<file path="config.mk">
export PLATFORM = sky130hd
export DESIGN_NAME = polar_fg_sequencer_flat
export DESIGN_NICKNAME = d
export VERILOG_FILES = /design/src/rtl/polar_fg_sequencer_if.sv /design/src/rtl/polar_fg_sequencer.sv /design/src/flat_wrapper.sv
export SDC_FILE = /design/constraint.sdc
export NUM_CORES = 1
export LEC_CHECK = 0
export BUFFER_PORTS_ARGS = -buffer_cell sky130_fd_sc_hd__buf_2
export CAP_MARGIN = 20
export CORE_MARGIN = 1
export CORE_UTILIZATION = 49
export DETAILED_ROUTE_END_ITERATION = 6
export GPL_ROUTABILITY_DRIVEN = 1
export PLACE_DENSITY_LB_ADDON = 0.05
export SLEW_MARGIN = 10
export SYNTH_ARGS = -nofsm -noshare
export SYNTH_HDL_FRONTEND = slang
export SYNTH_SLANG_ARGS = --single-unit
</file>
<file path="constraint.sdc">
create_clock -name clk_i -period 2.2 [get_ports clk_i]
set_input_delay 0.44 -clock clk_i [delete_from_list [all_inputs] [get_ports clk_i]]
set_output_delay 0.44 -clock clk_i [all_outputs]
set_load 0.05 [all_outputs]
</file>
<file path="src/rtl/polar_fg_sequencer_if.sv">
// Bundle between the F/G/R sequencer and its surroundings: the command port,
// the LLR scratch RAM read/write ports and the polar unit operand/result port.
// Modport master is the sequencer's view, slave is the environment's view.
interface polar_fg_sequencer_if #(
  parameter int QTF_SIZE = 8,
  parameter int LOG_MAXN = 5,
  parameter int ADDR_W   = 8
);
  // command port
  logic                     cmd_valid_i;
  logic                     cmd_ready_o;
  logic [1:0]               cmd_op_i;
  logic [LOG_MAXN:0]        cmd_len_i;
  logic [ADDR_W-1:0]        cmd_src_a_i;
  logic [ADDR_W-1:0]        cmd_src_b_i;
  logic [ADDR_W-1:0]        cmd_dst_i;
  logic [2**LOG_MAXN-1:0]   cmd_bits_i;
  // scratch RAM
  logic                     rd_en_o;
  logic [ADDR_W-1:0]        rd_addr_o;
  logic [QTF_SIZE-1:0]      rd_data_i;
  logic                     wr_en_o;
  logic [ADDR_W-1:0]        wr_addr_o;
  logic [QTF_SIZE-1:0]      wr_data_o;
  // polar unit
  logic [1:0]               pu_op_o;
  logic [QTF_SIZE-1:0]      pu_a_o;
  logic [QTF_SIZE-1:0]      pu_b_o;
  logic [7:0]               pu_imm_o;
  logic [QTF_SIZE-1:0]      pu_result_i;
  // status
  logic                     busy_o;
  logic                     done_o;

  modport master (
    input  cmd_valid_i, cmd_op_i, cmd_len_i, cmd_src_a_i, cmd_src_b_i, cmd_dst_i, cmd_bits_i,
    output cmd_ready_o,
    output rd_en_o, rd_addr_o, input rd_data_i,
    output wr_en_o, wr_addr_o, wr_data_o,
    output pu_op_o, pu_a_o, pu_b_o, pu_imm_o, input pu_result_i,
    output busy_o, done_o
  );

  modport slave (
    output cmd_valid_i, cmd_op_i, cmd_len_i, cmd_src_a_i, cmd_src_b_i, cmd_dst_i, cmd_bits_i,
    input  cmd_ready_o,
    input  rd_en_o, rd_addr_o, output rd_data_i,
    input  wr_en_o, wr_addr_o, wr_data_o,
    input  pu_op_o, pu_a_o, pu_b_o, pu_imm_o, output pu_result_i,
    input  busy_o, done_o
  );
endinterface

</file>
<file path="src/rtl/polar_fg_sequencer.sv">
// Purpose: steps the shared polar F/G/R unit over one LLR vector from scratch RAM, writing results back.
// Latency: F/G 3 cycles per element, R 2; done_o pulses at accept+1+k*len.
// Backpressure: one command at a time; cmd_ready_o is high only in IDLE (and low during reset).
// Ports: clk_i/rst_i (sync, active-high) plus bus (master view): command, RAM rd/wr, polar unit, busy/done.
module polar_fg_sequencer #(
  parameter int QTF_SIZE = 8,
  parameter int LOG_MAXN = 5,
  parameter int ADDR_W   = 8
) (
  input  logic                  clk_i,
  input  logic                  rst_i,
  polar_fg_sequencer_if.master  bus
);

  localparam logic [LOG_MAXN:0] MAXN_L = {1'b1, {LOG_MAXN{1'b0}}};
  localparam logic [LOG_MAXN:0] ONE_I  = {{LOG_MAXN{1'b0}}, 1'b1};
  localparam logic [1:0] OP_G   = 2'd1;
  localparam logic [1:0] OP_R   = 2'd2;
  localparam logic [1:0] OP_RSV = 2'd3;

  typedef enum logic [2:0] {S_IDLE, S_RD_A, S_RD_B, S_EXEC, S_DONE} state_t;

  state_t                  r_state;
  logic [1:0]              r_op;
  logic [LOG_MAXN:0]       r_len;
  logic [LOG_MAXN:0]       r_i;
  logic [ADDR_W-1:0]       r_src_a;
  logic [ADDR_W-1:0]       r_src_b;
  logic [ADDR_W-1:0]       r_dst;
  logic [2**LOG_MAXN-1:0]  r_bits;
  logic [QTF_SIZE-1:0]     r_a_q;
  logic                    r_rd_en;
  logic [ADDR_W-1:0]       r_rd_addr;
  logic                    r_wr_en;
  logic [ADDR_W-1:0]       r_wr_addr;
  logic [1:0]              r_pu_op;
  logic [7:0]              r_pu_imm;
  logic                    r_busy;
  logic                    r_done;

  logic [LOG_MAXN:0]       w_len_clamped;
  logic [LOG_MAXN:0]       w_i_next;
  logic [ADDR_W-1:0]       w_i_off;
  logic [ADDR_W-1:0]       w_i_next_off;
  logic                    w_bit;
  logic                    w_last;
  logic [QTF_SIZE-1:0]     w_pu_a;
  logic [QTF_SIZE-1:0]     w_pu_b;
  logic [QTF_SIZE-1:0]     w_wr_data;

  assign w_len_clamped = (bus.cmd_len_i > MAXN_L) ? MAXN_L : bus.cmd_len_i;
  assign w_i_next      = r_i + ONE_I;
  // base+i is taken modulo 2**ADDR_W; wrap-around is intentional
  assign w_i_off       = ADDR_W'(r_i);
  assign w_i_next_off  = ADDR_W'(w_i_next);
  // r_i never reaches MAXN while an element is in flight, so the low bits index r_bits
  assign w_bit         = r_bits[r_i[LOG_MAXN-1:0]];
  assign w_last        = (w_i_next == r_len);

  // Operand b and the write data come straight from RAM / unit in the EXEC cycle,
  // so these paths are combinational; everything else is registered.
  always_comb begin
    w_pu_a    = '0;
    w_pu_b    = '0;
    w_wr_data = '0;
    if (r_state == S_EXEC) begin
      w_wr_data = bus.pu_result_i;
      if (r_op == OP_R) begin
        w_pu_a = bus.rd_data_i;
        w_pu_b = {{(QTF_SIZE-1){1'b0}}, w_bit};
      end else begin
        w_pu_a = r_a_q;
        w_pu_b = bus.rd_data_i;
      end
    end
  end

  always_ff @(posedge clk_i) begin
    if (rst_i) begin
      r_state   <= S_IDLE;
      r_op      <= '0;
      r_len     <= '0;
      r_i       <= '0;
      r_src_a   <= '0;
      r_src_b   <= '0;
      r_dst     <= '0;
      r_bits    <= '0;
      r_a_q     <= '0;
      r_rd_en   <= 1'b0;
      r_rd_addr <= '0;
      r_wr_en   <= 1'b0;
      r_wr_addr <= '0;
      r_pu_op   <= '0;
      r_pu_imm  <= '0;
      r_busy    <= 1'b0;
      r_done    <= 1'b0;
    end else begin
      case (r_state)
        S_IDLE: begin
          if (bus.cmd_valid_i) begin
            r_op    <= bus.cmd_op_i;
            r_len   <= w_len_clamped;
            r_src_a <= bus.cmd_src_a_i;
            r_src_b <= bus.cmd_src_b_i;
            r_dst   <= bus.cmd_dst_i;
            r_bits  <= bus.cmd_bits_i;
            r_i     <= '0;
            // empty or reserved commands complete without touching RAM
            if (w_len_clamped == '0 || bus.cmd_op_i == OP_RSV) begin
              r_state <= S_DONE;
              r_done  <= 1'b1;
            end else begin
              r_state   <= S_RD_A;
              r_busy    <= 1'b1;
              r_pu_op   <= bus.cmd_op_i;
              r_rd_en   <= 1'b1;
              r_rd_addr <= bus.cmd_src_a_i;
            end
          end
        end
        S_RD_A: begin
          if (r_op == OP_R) begin
            // R has a single operand: its data arrives in EXEC
            r_state   <= S_EXEC;
            r_rd_en   <= 1'b0;
            r_wr_en   <= 1'b1;
            r_wr_addr <= r_dst + w_i_off;
            r_pu_imm  <= 8'h00;
          end else begin
            r_state   <= S_RD_B;
            r_rd_addr <= r_src_b + w_i_off;
          end
        end
        S_RD_B: begin
          r_a_q     <= bus.rd_data_i;
          r_state   <= S_EXEC;
          r_rd_en   <= 1'b0;
          r_wr_en   <= 1'b1;
          r_wr_addr <= r_dst + w_i_off;
          // G picks a+b or b-a from the partial-sum bit
          r_pu_imm  <= (r_op == OP_G && w_bit) ? 8'h01 : 8'h00;
        end
        S_EXEC: begin
          r_wr_en  <= 1'b0;
          r_pu_imm <= 8'h00;
          r_i      <= w_i_next;
          if (w_last) begin
            r_state <= S_DONE;
            r_done  <= 1'b1;
            r_busy  <= 1'b0;
            r_pu_op <= '0;
          end else begin
            r_state   <= S_RD_A;
            r_rd_en   <= 1'b1;
            r_rd_addr <= r_src_a + w_i_next_off;
          end
        end
        S_DONE: begin
          r_done  <= 1'b0;
          r_state <= S_IDLE;
        end
        default: begin
          r_state <= S_IDLE;
        end
      endcase
    end
  end

  assign bus.cmd_ready_o = (r_state == S_IDLE) && !rst_i;
  assign bus.rd_en_o     = r_rd_en;
  assign bus.rd_addr_o   = r_rd_addr;
  assign bus.wr_en_o     = r_wr_en;
  assign bus.wr_addr_o   = r_wr_addr;
  assign bus.wr_data_o   = w_wr_data;
  assign bus.pu_op_o     = r_pu_op;
  assign bus.pu_a_o      = w_pu_a;
  assign bus.pu_b_o      = w_pu_b;
  assign bus.pu_imm_o    = r_pu_imm;
  assign bus.busy_o      = r_busy;
  assign bus.done_o      = r_done;

endmodule

</file>
<file path="src/flat_wrapper.sv">
// flat-port wrapper written by rule: the top's interface ports become plain ports
module polar_fg_sequencer_flat 
#(
  parameter int QTF_SIZE = 8,
  parameter int LOG_MAXN = 5,
  parameter int ADDR_W   = 8
)
  (clk_i, rst_i, bus_cmd_valid_i, bus_cmd_op_i, bus_cmd_len_i, bus_cmd_src_a_i, bus_cmd_src_b_i, bus_cmd_dst_i, bus_cmd_bits_i, bus_cmd_ready_o, bus_rd_en_o, bus_rd_addr_o, bus_rd_data_i, bus_wr_en_o, bus_wr_addr_o, bus_wr_data_o, bus_pu_op_o, bus_pu_a_o, bus_pu_b_o, bus_pu_imm_o, bus_pu_result_i, bus_busy_o, bus_done_o);
  polar_fg_sequencer_if #(.QTF_SIZE(QTF_SIZE), .LOG_MAXN(LOG_MAXN), .ADDR_W(ADDR_W)) bus_i ();
  input  logic clk_i;
  input  logic rst_i;
  input wire logic [$bits(bus_i.cmd_valid_i)-1:0] bus_cmd_valid_i;
  input wire logic [$bits(bus_i.cmd_op_i)-1:0] bus_cmd_op_i;
  input wire logic [$bits(bus_i.cmd_len_i)-1:0] bus_cmd_len_i;
  input wire logic [$bits(bus_i.cmd_src_a_i)-1:0] bus_cmd_src_a_i;
  input wire logic [$bits(bus_i.cmd_src_b_i)-1:0] bus_cmd_src_b_i;
  input wire logic [$bits(bus_i.cmd_dst_i)-1:0] bus_cmd_dst_i;
  input wire logic [$bits(bus_i.cmd_bits_i)-1:0] bus_cmd_bits_i;
  output wire logic [$bits(bus_i.cmd_ready_o)-1:0] bus_cmd_ready_o;
  output wire logic [$bits(bus_i.rd_en_o)-1:0] bus_rd_en_o;
  output wire logic [$bits(bus_i.rd_addr_o)-1:0] bus_rd_addr_o;
  input wire logic [$bits(bus_i.rd_data_i)-1:0] bus_rd_data_i;
  output wire logic [$bits(bus_i.wr_en_o)-1:0] bus_wr_en_o;
  output wire logic [$bits(bus_i.wr_addr_o)-1:0] bus_wr_addr_o;
  output wire logic [$bits(bus_i.wr_data_o)-1:0] bus_wr_data_o;
  output wire logic [$bits(bus_i.pu_op_o)-1:0] bus_pu_op_o;
  output wire logic [$bits(bus_i.pu_a_o)-1:0] bus_pu_a_o;
  output wire logic [$bits(bus_i.pu_b_o)-1:0] bus_pu_b_o;
  output wire logic [$bits(bus_i.pu_imm_o)-1:0] bus_pu_imm_o;
  input wire logic [$bits(bus_i.pu_result_i)-1:0] bus_pu_result_i;
  output wire logic [$bits(bus_i.busy_o)-1:0] bus_busy_o;
  output wire logic [$bits(bus_i.done_o)-1:0] bus_done_o;
  assign bus_i.cmd_valid_i = bus_cmd_valid_i;
  assign bus_i.cmd_op_i = bus_cmd_op_i;
  assign bus_i.cmd_len_i = bus_cmd_len_i;
  assign bus_i.cmd_src_a_i = bus_cmd_src_a_i;
  assign bus_i.cmd_src_b_i = bus_cmd_src_b_i;
  assign bus_i.cmd_dst_i = bus_cmd_dst_i;
  assign bus_i.cmd_bits_i = bus_cmd_bits_i;
  assign bus_cmd_ready_o = bus_i.cmd_ready_o;
  assign bus_rd_en_o = bus_i.rd_en_o;
  assign bus_rd_addr_o = bus_i.rd_addr_o;
  assign bus_i.rd_data_i = bus_rd_data_i;
  assign bus_wr_en_o = bus_i.wr_en_o;
  assign bus_wr_addr_o = bus_i.wr_addr_o;
  assign bus_wr_data_o = bus_i.wr_data_o;
  assign bus_pu_op_o = bus_i.pu_op_o;
  assign bus_pu_a_o = bus_i.pu_a_o;
  assign bus_pu_b_o = bus_i.pu_b_o;
  assign bus_pu_imm_o = bus_i.pu_imm_o;
  assign bus_i.pu_result_i = bus_pu_result_i;
  assign bus_busy_o = bus_i.busy_o;
  assign bus_done_o = bus_i.done_o;
  polar_fg_sequencer #(.QTF_SIZE(QTF_SIZE), .LOG_MAXN(LOG_MAXN), .ADDR_W(ADDR_W)) u_core (.clk_i(clk_i), .rst_i(rst_i), .bus(bus_i));
endmodule
</file>
After elaboration in Yosys (flattened, before gate mapping)
Index checks and enable logic that the tools add are counted.
{ "word_totals": {"n_memories": 0, "register_bits": 111, "romBits": 0, "output_inout_bits": 55, "ramBits": 0, "latchBits": 0} }
{ "classes": {"mul": 0, "muxes": 42, "div_mod_pow": 0, "n_eq_ne": 15, "n_reduce_logical": 20, "bitwise": 0, "shifts": 0, "magnitude_cmp": 2, "add_sub_neg": 4} }
{ "op_table": {"columns": ["cell", "n"], "rows": [
  ["8-bit two-way mux", 11],
  ["8-bit one-hot mux with 3 select lines", 2],
  ["8-bit by 6-bit adder with 8-bit output", 3],
  ["8-bit one-hot mux with 2 select lines", 1],
  ["1-bit two-way mux", 12],
  ["6-bit two-way mux", 2],
  ["3-bit one-hot mux with 4 select lines", 1],
  ["6-bit one-hot mux with 2 select lines", 1],
  ["5-bit AND reduction", 2],
  ["3-bit two-way mux", 3],
  ["3-bit nonzero test", 3],
  ["2-bit != test (second input constant)", 4],
  ["2-bit AND reduction", 4],
  ["4-bit AND reduction", 2],
  ["6-bit by 1-bit adder with 6-bit output (second input constant)", 1],
  ["3-bit by 2-bit == test with 1-bit output (second input constant)", 2],
  ["6-bit == test", 1],
  ["6-bit > comparator (second input constant)", 1],
  ["6-bit zero test", 1],
  ["5-bit by 6-bit less-than comparator with 1-bit output (second input constant)", 1],
  ["2-bit two-way mux", 3],
  ["2-bit by 1-bit != test with 1-bit output (second input constant)", 3],
  ["1-bit one-hot mux with 3 select lines", 2],
  ["1-bit binary-select mux with 5-bit select", 1],
  ["13 further kinds", 16]
]} }

Depth between registers and ports, before layout
Gate-level depths: netlist (run 1).
{ "depth": {"depth_word": 7, "ltp_mapped": 11, "ltp_nobuf": 10} }

Least setup slack after synthesis (run 1)
OpenSTA, ideal clock, no wires.
{ "synth_timing": {"path_kind": "register to output", "from": "reg u_core.r_state[1]", "to": "out bus_cmd_ready_o", "path_slack_ns": -0.584, "arrival_ns": 2.344, "path_stages_with_launch": 5, "path_cell_list": "dfxtp_1 -> clkbuf_1 -> buf_2 -> clkbuf_1 -> nor4_1"} }
{ "synth_between": {"elab_chain_len": 2} }
{ "synth_lines": {"columns": ["item", "line_no", "text"], "rows": [
  ["start: declaration", "polar_fg_sequencer.sv:23", "state_t r_state;"],
  ["start signal: assignment", "polar_fg_sequencer.sv:80", "r_state <= S_IDLE;"],
  ["start signal: assignment", "polar_fg_sequencer.sv:110", "r_state <= S_DONE;"],
  ["start signal: assignment", "polar_fg_sequencer.sv:113", "r_state <= S_RD_A;"],
  ["3-bit zero test", "polar_fg_sequencer.sv:169", "assign bus.cmd_ready_o = (r_state == S_IDLE) && !rst_i;"],
  ["1-bit logical AND", "polar_fg_sequencer.sv:169", null],
  ["end: declaration", "flat_wrapper.sv:19", "output wire logic [$bits(bus_i.cmd_ready_o)-1:0] bus_cmd_ready_o;"]
]} }
Every way passes these cells.

Final worst setup path (run 1)
{ "layout_timing": {"from": "reg u_core.r_i[0]", "to": "out bus_pu_b_o[0]"} }
{ "layout_between": {"elab_chain_len": 4} }
{ "layout_lines": {"columns": ["item", "line_no", "text"], "rows": [
  ["start: declaration", "polar_fg_sequencer.sv:26", "logic [LOG_MAXN:0] r_i;"],
  ["start signal: assignment", "polar_fg_sequencer.sv:146", "r_i <= w_i_next;"],
  ["1-bit binary-select mux with 5-bit select", "polar_fg_sequencer.sv:57", "assign w_bit = r_bits[r_i[LOG_MAXN-1:0]];"],
  ["1-bit two-way mux (implied by the code)", "polar_fg_sequencer.sv:57", null],
  ["8-bit two-way mux", "polar_fg_sequencer.sv:68", "if (r_op == OP_R) begin"],
  ["8-bit two-way mux", "polar_fg_sequencer.sv:66", "if (r_state == S_EXEC) begin"],
  ["end: declaration", "flat_wrapper.sv:28", "output wire logic [$bits(bus_i.pu_b_o)-1:0] bus_pu_b_o;"]
]} }
Every way passes these cells. The select of a mux whose other input is x is not followed.

==> impl_results.md, run 1 <==
- Antenna-violating nets left: 0
- Die height: 108 um
- Ys async rst share: 0%
- Final setup viols: 14
- TritonCTS Buffers: 9
- Worst setup path category: flop to output port
- Clock buffer depth: 2
- Cells after synthesis: 704
- Final wirelength: 15700 um
- All-layer global routing usage: 27.5%
- Share of cells above drive strength 1: 34.7%
- Drt first pass iters: 4
- Placed cell count: 976
- Ports: 138
- Hpwl dp: 11200 um
- Cell Int Power: 0.00316 W
- Worst min path class: primary input to flop
- Clock slew at reported path FFs: 110 ps
- Clock Tree Root: clkbuf_8
- Seq cells post-synth: 104
- Final hold violation count: 0
- CTS tree: built
- H-tree depth: 3
- DRT iter0 DRCs: 292
- Power, Total: 0.00492 W
- Final nets: 975
- CP endpoint kind: output port
- Reg-to-reg slack, setup: -330 ps
- WP data required: 1760 ps
- Period minus WS final: 2790 ps
- Reg power frac: 44.5%
- Routed vias: 5567
- Global-route wire length before repair: 24800 um
- Mapped Area: 5520 um2
- Logic pwr share: 28.5%
- Max-Cap Viols: 0
- Sequential element share of the synthesized area: 37.7%
- Top_reg_cell synth: dfxtp_1
- Synth area leaders: dfxtp_1 38%, nand2_1 12%, a21oi_1 10%
- Post-synth top cells: 174 x nand2_1, 113 x a21oi_1, 104 x dfxtp_1
- Die area: 11700 um2
- VDD IR max: 603 uV
- Most common cell in the netlist: nand2_1
- Setup TNS: -2790 ps
- Clock Skew: 7.08 ps
- Yosys warnings: 0
- Row cnt: 38
- Rel. slew slack: 61.4%
- Quantity of I/O buffers inserted on ports: 130
- EDFF count, synth: 0
- Net Switching: 0.00176 W
- Crit start category: flop
- Slew Limit Fails: 0
- Fmax: 358 MHz
- Core area: 10900 um2
- R2r startpoint: u_core.r_i[0]
- RSZ-0062 raised after global routing: yes
- Crit path max fanout: 5
- Worst-Margin Slew: 580 ps
- Avg Synthesized Cell Area: 7.84 um2
- Final Cycle Share: 127%
- Net Sw Frac: 35.8%
- Clk_lat worst skew: 400 ps
- Clock power share: 27.1%
- Total leakage power: 3.20 nW
- Data arrival time of the worst path: 2350 ps
- Area growth from synthesis to layout: 34.2%
- Via density per instance: 5.48
- Post-synthesis cell type count: 63
- Die width: 108 um
- Antenna violations before repair: 0
- Worst Setup SP: u_core.r_i[0]
- Initial Util: 50.7%
- Grt ovf: 0
- Setup ws final: -595 ps
- Routed length per placed instance: 15.5 um
- Failing checks: negative setup slack
- Status: finished, violations left
- RePlAce Congestion: 0.911
- Final Non-Filler Cells: 1015
- Pin count of the biggest net entering global routing: 68
- Vias in the first global route: 5179
- Ant. Diodes: 0
- PD cells: 664 nW/um2
- DRC violations left: 0
- Post-synth top area cell: dfxtp_1
- Share of the synthesized area in the top cell type: 37.7%
- Startpoint of the worst hold path: bus_cmd_dst_i[6]
- Clk sinks: 104
## sequential cells by signal (all words and copies together), names as in the netlist
signal / flops
u_core.bus.rd_addr_o: 8
u_core.bus.done_o: 1
u_core.r_bits: 32
u_core.r_src_b: 8
u_core.r_dst: 8
u_core.bus.wr_en_o: 1
u_core.r_state: 3
u_core.bus.pu_op_o: 2
u_core.bus.rd_en_o: 1
u_core.r_op: 2
u_core.bus.busy_o: 1
u_core.r_src_a: 8
u_core.r_a_q: 8
u_core.bus.pu_imm_o: 1
u_core.r_i: 6
u_core.bus.wr_addr_o: 8
u_core.r_len: 6
## placed cells by master (no fill, tap or decap), drive strengths merged, types with 3 or more instances in the layout
master    n
fa        3
ha       19
o21a      4
a21oi   113
nand2   174
nand2b    7
or3       3
conb      7
nand3    12
nor2b     6
o221ai    3
nor3b     8
nor2     36
a21o      5
and3     19
o21ai    17
clkbuf   11
o31ai     3
mux4     10
inv      24
mux2i     3
xor2      6
nor4      4
a211oi    7
or4       3
xnor2    10
a22oi     5
dfxtp   104
nor3     10
buf     201
## final timing paths
kind / end / cells past startpoint
setup / recovery: bus_pu_b_o[0] / 8
setup reg to reg: u_core.bus.rd_addr_o[6] / 12
hold / removal: u_core.r_dst[6] / 3
hold reg to reg: u_core.bus.wr_addr_o[3] / 2
## metrics by stage
stage                     hold WS (ps)  instance area (um2)  utilization [%]  worst slack, ps
after floorplan                    433                 5590                -            -99.0
after global placement             438                 6550             60.1             -247
after detailed placement           443                 6550             60.1             -283
after CTS                          236                 7130             65.5             -630
after global routing               244                 7400             68.0             -662
final                              256                 7400             68.0             -595
## area by class of cell
class	count	area, um2
multi-input cells	533	3530
fillers	895	3490
flip-flops and latches	104	2090
repair buffers	203	1310
well taps	140	175
clock buffers	9	124
clock inverters	7	95.1
inverters	19	71.3
## metal layers
metal / wire length (um) / track usage, % / vias up / part of all wire [%]
met5: 0 / 0 / - / 0
met4: 514 / 12.4 / 0 / 3.3
met3: 674 / 5.55 / 35 / 4.3
met2: 7870 / 47.1 / 155 / 50
met1: 6640 / 33.1 / 2634 / 42
li1: - / - / 2743 / -
## power groups by stage
stage | registers, W | clock network (W) | logic [W]
detailed placement | 0.00222 | 0 | 0.00124
CTS | 0.00218 | 0.00135 | 0.00132
floorplan | 0.00233 | 0 | 0.000746
finish | 0.00219 | 0.00133 | 0.00140
global route | 0.00221 | 0.00143 | 0.00153
global placement | 0.00221 | 0 | 0.00122
## what timing repair did
action | 4_1_cts | 5_1_grt
cloned | 0 | 1
setup endpoints to repair | 28 | 35
pin swaps | 39 | 27
hold buffers | 0 | 0
resized for setup | 67 | 35
setup buffers | 12 | 11
## worst max-delay path, cell delays in order, from the launching register on
cell	delay (ps)
dfxtp_4	380
buf_12	120
mux4_2	500
mux4_2	490
nand2_2	90
nand2_4	70
nor2_4	100
nor2_4	40
buf_8	150
## kinds of logic (layout without fill, tap and decap cells)
kind of cell | after synthesis | count (layout) | synth area share [%]
DFF | 104 | 104 | 37.7
other | 1 | 7 | 0.0680
AOI/OAI and AO/OA | 179 | 179 | 19.0
adders and majority gates | 22 | 22 | 5.40
muxes | 13 | 13 | 4.63
xor gates and xnor gates | 17 | 17 | 2.95
and+or+nand+nor | 295 | 295 | 24.4
buffers and inverters | 73 | 238 | 5.83
(Power assumes the default switching activity.)
==> run 2, diff against run 1 <==
--- a/config.mk
+++ b/config.mk
@@ -7,10 +7,11 @@
 export LEC_CHECK = 0
 export BUFFER_PORTS_ARGS = -buffer_cell sky130_fd_sc_hd__buf_2
 export CAP_MARGIN = 20
-export CORE_MARGIN = 1
+export CORE_MARGIN = 10
 export CORE_UTILIZATION = 49
 export DETAILED_ROUTE_END_ITERATION = 6
 export GPL_ROUTABILITY_DRIVEN = 1
+export GPL_TIMING_DRIVEN = 0
 export PLACE_DENSITY_LB_ADDON = 0.05
 export SLEW_MARGIN = 10
 export SYNTH_ARGS = -nofsm -noshare
==> constraint.sdc (replaced) <==
create_clock -name clk_i -period 2.2 [get_ports clk_i]
set_input_delay 0.33 -clock clk_i [delete_from_list [all_inputs] [get_ports clk_i]]
set_output_delay 0.33 -clock clk_i [all_outputs]
set_load 0.05 [all_outputs]
==> impl_results.md, run 2 (synthesized netlist as in run 1, its figures left out) <==
- Hpwl dp: 13000 um (was 11200 um)
- RSZ-0062 raised after global routing: yes (unchanged)
- CP cell instances: buf_12, mux4_2, mux4_2, nand2_2, nand2_2, nor2_2, nor2_2, buf_6 (was buf_12, mux4_2, mux4_2, nand2_2, nand2_4, nor2_4, nor2_4, buf_8)
- Grt ovf: 0 (unchanged)
- Largest register FFs: 32 (unchanged)
- Core area: 10900 um2 (about the same)
- Net Switching: 0.00174 W (was 0.00176 W)
- Pin count of the biggest net entering global routing: 19 (was 68)
- DRC violations left: 0 (unchanged)
- Clock power share: 31.0% (was 27.1%)
- Worst setup path category: flop to output port (unchanged)
- Die height: 126 um (was 108 um)
- RR Endpoint: u_core.bus.rd_addr_o[7] (was u_core.bus.rd_addr_o[6])
- Slew Limit Fails: 0 (unchanged)
- Post-place setup slack: -492 ps (was -283 ps)
- Setup ws final: -512 ps (was -595 ps)
- Die width: 126 um (was 108 um)
- Clk sinks: 104 (unchanged)
- TritonCTS Buffers: 9 (unchanged)
- Initial Util: 50.4% (was 50.7%)
- Final nets: 965 (was 975)
- Ports: 138 (unchanged)
- Routed length per placed instance: 17.3 um (was 15.5 um)
- Quantity of I/O buffers inserted on ports: 130 (unchanged)
- Final setup viols: 7 (was 14)
- Logic pwr share: 26.3% (was 28.5%)
- Final Cycle Share: 123% (was 127%)
- Clock buffer depth: 2 (unchanged)
- Worst-Margin Slew: 797 ps (was 580 ps)
- Net Sw Frac: 34.4% (was 35.8%)
- Clock slew at reported path FFs: 70 ps (was 110 ps)
- Crit start category: flop (unchanged)
- Reg-to-reg slack, setup: -220 ps (was -330 ps)
- Routed vias: 5522 (was 5567)
- CP endpoint: bus_pu_b_o[0] (unchanged)
- Data arrival time of the worst path: 2380 ps (was 2350 ps)
- Final hold violation count: 0 (unchanged)
- Rel. slew slack: 46.9% (was 61.4%)
- Share of cells above drive strength 1: 27.7% (was 34.7%)
- Row cnt: 38 (unchanged)
- Fmax: 369 MHz (was 358 MHz)
- Antenna-violating nets left: 0 (unchanged)
- Ant. Diodes: 0 (unchanged)
- Filler cells: 1009 (was 895)
- Via density per instance: 5.49 (was 5.48)
- Worst Reg-to-Reg Cells: 10 (was 12)
- Worst Hold Depth: 3 (unchanged)
- Crit path max fanout: 8 (was 5)
- CTS tree: built (unchanged)
- Total leakage power: 3.02 nW (was 3.20 nW)
- All-layer global routing usage: 20.7% (was 27.5%)
- Clk_lat worst skew: 360 ps (was 400 ps)
- Leading cell type in the layout, fill and taps excluded: nand2_1 (unchanged)
- Clock Tree Root: clkbuf_16 (was clkbuf_8)
- Drt first pass iters: 5 (was 4)
- DRT iter0 DRCs: 413 (was 292)
- PD cells: 714 nW/um2 (was 664 nW/um2)
- Final wirelength: 17400 um (was 15700 um)
- Antenna violations before repair: 0 (unchanged)
- Storage cell area: 2100 um2 (was 2090 um2)
- Cell Int Power: 0.00332 W (was 0.00316 W)
- Area occupied by multi-input gates: 3380 um2 (was 3530 um2)
- Commonest cells after routing, fill and taps aside: 171 x nand2_1, 119 x buf_2, 110 x a21oi_1 (was 170 x nand2_1, 123 x buf_2, 107 x a21oi_1)
- RePlAce Congestion: 0.905 (was 0.911)
- VDD IR max: 786 uV (was 603 uV)
- Vias in the first global route: 5311 (was 5179)
- Worst Setup SP: u_core.r_i[0] (unchanged)
- Die area: 15900 um2 (was 11700 um2)
- Power, Total: 0.00506 W (was 0.00492 W)
- R2r startpoint: u_core.r_i[0] (unchanged)
- Clock Skew: 6.24 ps (was 7.08 ps)
- CP max stage cell: mux4_2 (unchanged)
- Area growth from synthesis to layout: 28.4% (was 34.2%)
- Status: finished, violations left (unchanged)
- Worst min path class: primary input to flop (unchanged)
- H-tree depth: 3 (unchanged)
- Global-route wire length before repair: 27000 um (was 24800 um)
- Period minus WS final: 2710 ps (was 2790 ps)
- Critical path's largest stage delay: 540 ps (was 500 ps)
- Max-Cap Viols: 0 (unchanged)
- CP endpoint kind: output port (unchanged)
- WP data required: 1870 ps (was 1760 ps)
- Reg power frac: 42.7% (was 44.5%)
- Failing checks: negative setup slack (unchanged)
- Largest Register: u_core.r_bits (unchanged)
## run 2: cell count changes in the layout (fill, tap and decap cells not counted), sizes merged
cell,before,now
buf,201,152
bufinv,1,0
clkbuf,11,51
clkinvlp,0,2
inv,24,22
## run 2: through the flow
step / hold WS (ps) / cells / TNS (ps) / utilization (%) / instance area (um2)
final: 201 / 1005 / -1130 / 64.8 / 7090
after global routing: 195 / 1005 / -1870 / 64.8 / 7090
after CTS: 199 / 1002 / -1680 / 62.4 / 6820
after detailed placement: 445 / 980 / -5870 / 58.4 / 6390
after global placement: 441 / 980 / -5650 / 58.4 / 6390
after floorplan: 433 / 710 / -18.2 / - / 5560
## run 2: power groups by stage
stage	clock network [W]	registers (W)	logic, W
3_5_place_dp	0	0.00220	0.00126
5_1_grt	0.00168	0.00218	0.00145
3_3_place_gp	0	0.00219	0.00124
4_1_cts	0.00160	0.00216	0.00129
6_report	0.00157	0.00216	0.00133
2_1_floorplan	0	0.00233	0.000743
## run 2: timing repair
| action | CTS | global route |
|---|---|---|
| hold buffers | 0 | 0 |
| buffers inserted | 8 | 4 |
| gates cloned | 0 | 0 |
| gates resized for setup | 32 | 67 |
| endpoints found under the setup margin | 39 | 53 |
| pin swaps | 6 | 15 |
## run 2: layer usage
| metal | vias up | track usage [%] | share of wire, % | wire length [um] |
|---|---|---|---|---|
| met2 | 180 | 35.2 | 49 | 8450 |
| li1 | 2745 | - | - | - |
| met1 | 2581 | 24.7 | 43 | 7420 |
| met4 | 0 | 5.69 | 1.8 | 305 |
| met5 | - | 0 | 0 | 0 |
| met3 | 16 | 6.25 | 6.9 | 1190 |
## run 2: how the worst min path moves through the flow
stage / startpoint / slack [ps] / endpoint
after detailed placement: u_core.bus.wr_addr_o[3] / 450 / u_core.bus.wr_addr_o[3]
after global routing: bus_cmd_bits_i[6] / 200 / u_core.r_bits[6]
after global placement: u_core.r_bits[26] / 440 / u_core.r_bits[26]
after floorplan: u_core.r_bits[12] / 430 / u_core.r_bits[12]
after CTS: bus_cmd_bits_i[12] / 200 / u_core.r_bits[12]
final: bus_cmd_bits_i[12] / 200 / u_core.r_bits[12]
## run 2: critical path: cells and delay by family, from the launching register on
kind / cells / cell delay (ps)
buf+inv: 2 / 290
mux: 2 / 1050
flops: 1 / 370
simple gates: 4 / 310
## run 2: layout make-up
type	instances	share of cell area [%]
Clock buffer	10	3.37
Timing Repair Buffer	142	11.1
Multi-Input combinational cell	533	47.6
Clock inverter	6	0.689
Tap cell	140	2.47
Buffer	51	4.11
Inverter	19	1.01
Sequential cell	104	29.6
==> run 3, diff against run 2 <==
--- a/config.mk
+++ b/config.mk
@@ -5,6 +5,7 @@
 export SDC_FILE = /design/constraint.sdc
 export NUM_CORES = 1
 export LEC_CHECK = 0
+export ABC_AREA = 1
 export BUFFER_PORTS_ARGS = -buffer_cell sky130_fd_sc_hd__buf_2
 export CAP_MARGIN = 20
 export CORE_MARGIN = 10
==> impl_results.md, run 3 <==
- Row cnt: 38 (unchanged)
- Final nets: 1081 (was 965)
- CP endpoint kind: output port (unchanged)
- Share of the synthesized area in the top cell type: 37.7% (about the same)
- Hpwl dp: 13500 um (was 13000 um)
- Final Cycle Share: 103% (was 123%)
- Post-synthesis simple-gate area fraction: 23.6% (was 24.4%)
- Top_reg_cell synth: dfxtp_1 (unchanged)
- Drt first pass iters: 7 (was 5)
- Quantity of I/O buffers inserted on ports: 130 (unchanged)
- Ports: 138 (unchanged)
- Period minus WS final: 2270 ps (was 2710 ps)
- Via density per instance: 5.35 (was 5.49)
- Most common cell in the netlist: nor2_1 (was nand2_1)
- Antenna violations before repair: 0 (unchanged)
- Crit start category: flop (unchanged)
- Largest family of logic cells by synthesized area: simple AND/OR/NAND/NOR gates (unchanged)
- Final hold violation count: 0 (unchanged)
- Worst-Margin Slew: 728 ps (was 797 ps)
- TritonCTS Buffers: 9 (unchanged)
- Grt ovf: 0 (unchanged)
- Commonest cells after routing, fill and taps aside: 125 x nor2_1, 119 x buf_2, 112 x nand2_1 (was 171 x nand2_1, 119 x buf_2, 110 x a21oi_1)
- Slew Limit Fails: 0 (unchanged)
- Leading cell type in the layout, fill and taps excluded: nor2_1 (was nand2_1)
- R2r startpoint: u_core.r_i[0] (unchanged)
- Clk_lat worst skew: 370 ps (was 360 ps)
- Die area: 15900 um2 (about the same)
- Worst setup path category: flop to output port (unchanged)
- Yosys warnings: 0 (unchanged)
- RePlAce Congestion: 0.923 (was 0.905)
- Clock buffer depth: 2 (unchanged)
- CTS tree: built (unchanged)
- Data arrival time of the worst path: 1940 ps (was 2380 ps)
- Routed length per placed instance: 16.3 um (was 17.3 um)
- Area growth from synthesis to layout: 31.8% (was 28.4%)
- Max-Cap Viols: 0 (unchanged)
- Share of cells above drive strength 1: 26.6% (was 27.7%)
- Synth Area in Adders: 5.40% (about the same)
- Post-place setup slack: -371 ps (was -492 ps)
- Worst min path class: primary input to flop (unchanged)
- Clock Skew: 12.1 ps (was 6.24 ps)
- Ant. Diodes: 0 (unchanged)
- Compound-Gate Fraction of Synth Area: 20.6% (was 19.0%)
- VDD IR max: 833 uV (was 786 uV)
- Post-synthesis cell type count: 34 (was 63)
- Clk sinks: 104 (unchanged)
- Sequential element share of the synthesized area: 37.7% (about the same)
- Post-synth top area cell: dfxtp_1 (unchanged)
- PD cells: 1220 nW/um2 (was 714 nW/um2)
- DRT iter0 DRCs: 492 (was 413)
- Post-synth top cells: 128 x nor2_1, 116 x nand2_1, 104 x dfxtp_1 (was 174 x nand2_1, 113 x a21oi_1, 104 x dfxtp_1)
- Avg Synthesized Cell Area: 6.82 um2 (was 7.84 um2)
- Total leakage power: 3.46 nW (was 3.02 nW)
- RSZ-0062 raised after global routing: yes (unchanged)
- Pin count of the biggest net entering global routing: 18 (was 19)
- Status: finished, violations left (unchanged)
- Die width: 126 um (about the same)
- H-tree depth: 3 (unchanged)
- Failing checks: negative setup slack (unchanged)
- Setup ws final: -74.3 ps (was -512 ps)
- Setup TNS: -117 ps (was -1130 ps)
- Antenna-violating nets left: 0 (unchanged)
- DRC violations left: 0 (unchanged)
- Startpoint of the worst hold path: bus_cmd_bits_i[31] (was bus_cmd_bits_i[12])
- Vias in the first global route: 5980 (was 5311)
- Crit path max fanout: 10 (was 8)
- Fmax: 440 MHz (was 369 MHz)
- Post-synthesis mux area share: 0% (was 4.63%)
- Rel. slew slack: 51.4% (was 46.9%)
- Largest register FFs: 32 (unchanged)
- Fraction of synthesized cell area in xor and xnor cells: 1.43% (was 2.95%)
- Final wirelength: 18300 um (was 17400 um)
- Mapped Area: 5520 um2 (about the same)
- Seq cells post-synth: 104 (unchanged)
- Clock slew at reported path FFs: 70 ps (about the same)
- Cells after synthesis: 809 (was 704)
- Synth area leaders: dfxtp_1 38%, o21ai_0 8.8%, nor2_1 8.7% (was dfxtp_1 38%, nand2_1 12%, a21oi_1 10%)
- Final core occ: 66.5% (was 64.8%)
- Initial Util: 50.4% (about the same)
- Final setup viols: 2 (was 7)
- Largest Register: u_core.r_bits (unchanged)
- Clock Tree Root: clkbuf_16 (unchanged)
- Global-route wire length before repair: 29400 um (was 27000 um)
- Hold_buf cts: 0 (unchanged)
- Worst Setup SP: u_core.r_i[0] (unchanged)
- Routed vias: 5995 (was 5522)
- Die height: 126 um (about the same)
- EDFF count, synth: 0 (unchanged)
- Ys async rst share: 0% (unchanged)
- Core area: 10900 um2 (unchanged)
- WP data required: 1870 ps (about the same)
- All-layer global routing usage: 22.4% (was 20.7%)
run 3: changes by cell type in the layout (fill, tap and decap cells not counted), moves of 16 or more:
cell | before | now
nor2_1 | 34 | 125
inv_1 | 17 | 89
and3_1 | 19 | 0
nand2_1 | 171 | 112
o21ai_1 | 3 | 19
a21oi_1 | 110 | 70
o21ai_0 | 12 | 83
nand3_1 | 11 | 32
run 3: layer usage:
metal	vias up	wire [um]	track usage, %
li1	2981	-	-
met1	2739	7660	26.6
met2	234	8700	37.1
met3	41	1410	7.26
met4	0	491	7.90
met5	-	0	0
run 3: repair_timing:
action / CTS / global route
gates resized for setup: 71 / 57
gates cloned: 2 / 0
pin swaps: 10 / 18
setup buffers: 14 / 4
endpoints found under the setup margin: 31 / 31
run 3: area by class of cell:
type	instances	area, um2
buffer	49	342
clock buffer	10	239
clock inverter	6	90.1
fill	974	3670
inverter	100	383
multi-input combinational	562	3050
sequential	104	2100
tap	140	175
timing repair buffer	150	885
run 3: final timing paths:
path	to	slack (ps)	depth (start not counted)
max reg2reg	u_core.bus.pu_imm_o[0]	-40	14
max	bus_pu_b_o[0]	-70	10
min	u_core.r_bits[31]	190	3
min reg2reg	u_core.bus.rd_en_o	450	2
run 3: cells by family (layout without fill, tap and decap cells):
logic type      after synthesis  after routing
other cells                   1              7
fa+ha+maj                    22             22
buf+inv                     149            315
xor+xnor                      9              9
flops                       104            104
simple gates                311            311
compound gates              213            213
run 3: through the flow:
stage | instances | total power, W | area (um2) | hold slack [ps]
2_1_floorplan | 815 | 0.00569 | 5570 | 425
3_3_place_gp | 1085 | 0.00663 | 6400 | 438
3_5_place_dp | 1085 | 0.00674 | 6400 | 439
4_1_cts | 1117 | 0.00871 | 7080 | 188
5_1_grt | 1121 | 0.00944 | 7270 | 198
6_report | 1121 | 0.00884 | 7270 | 188
run 3: where the power goes:
group	internal (W)	switching [W]	total, W	leakage, nW
registers	0.00254	0.000358	0.00290	0.861
clock network	0.00103	0.000749	0.00178	0.159
logic	0.00129	0.00287	0.00416	2.44
run 3: critical path: stages (launching register included):
cell      delay [ps]
dfxtp_4          360
buf_8            140
clkbuf_8         170
nand2_1           80
o211ai_1          90
nand3_1          140
nand3_2          110
nand3_2          110
nand2_2           60
a21oi_2          140
buf_6            180
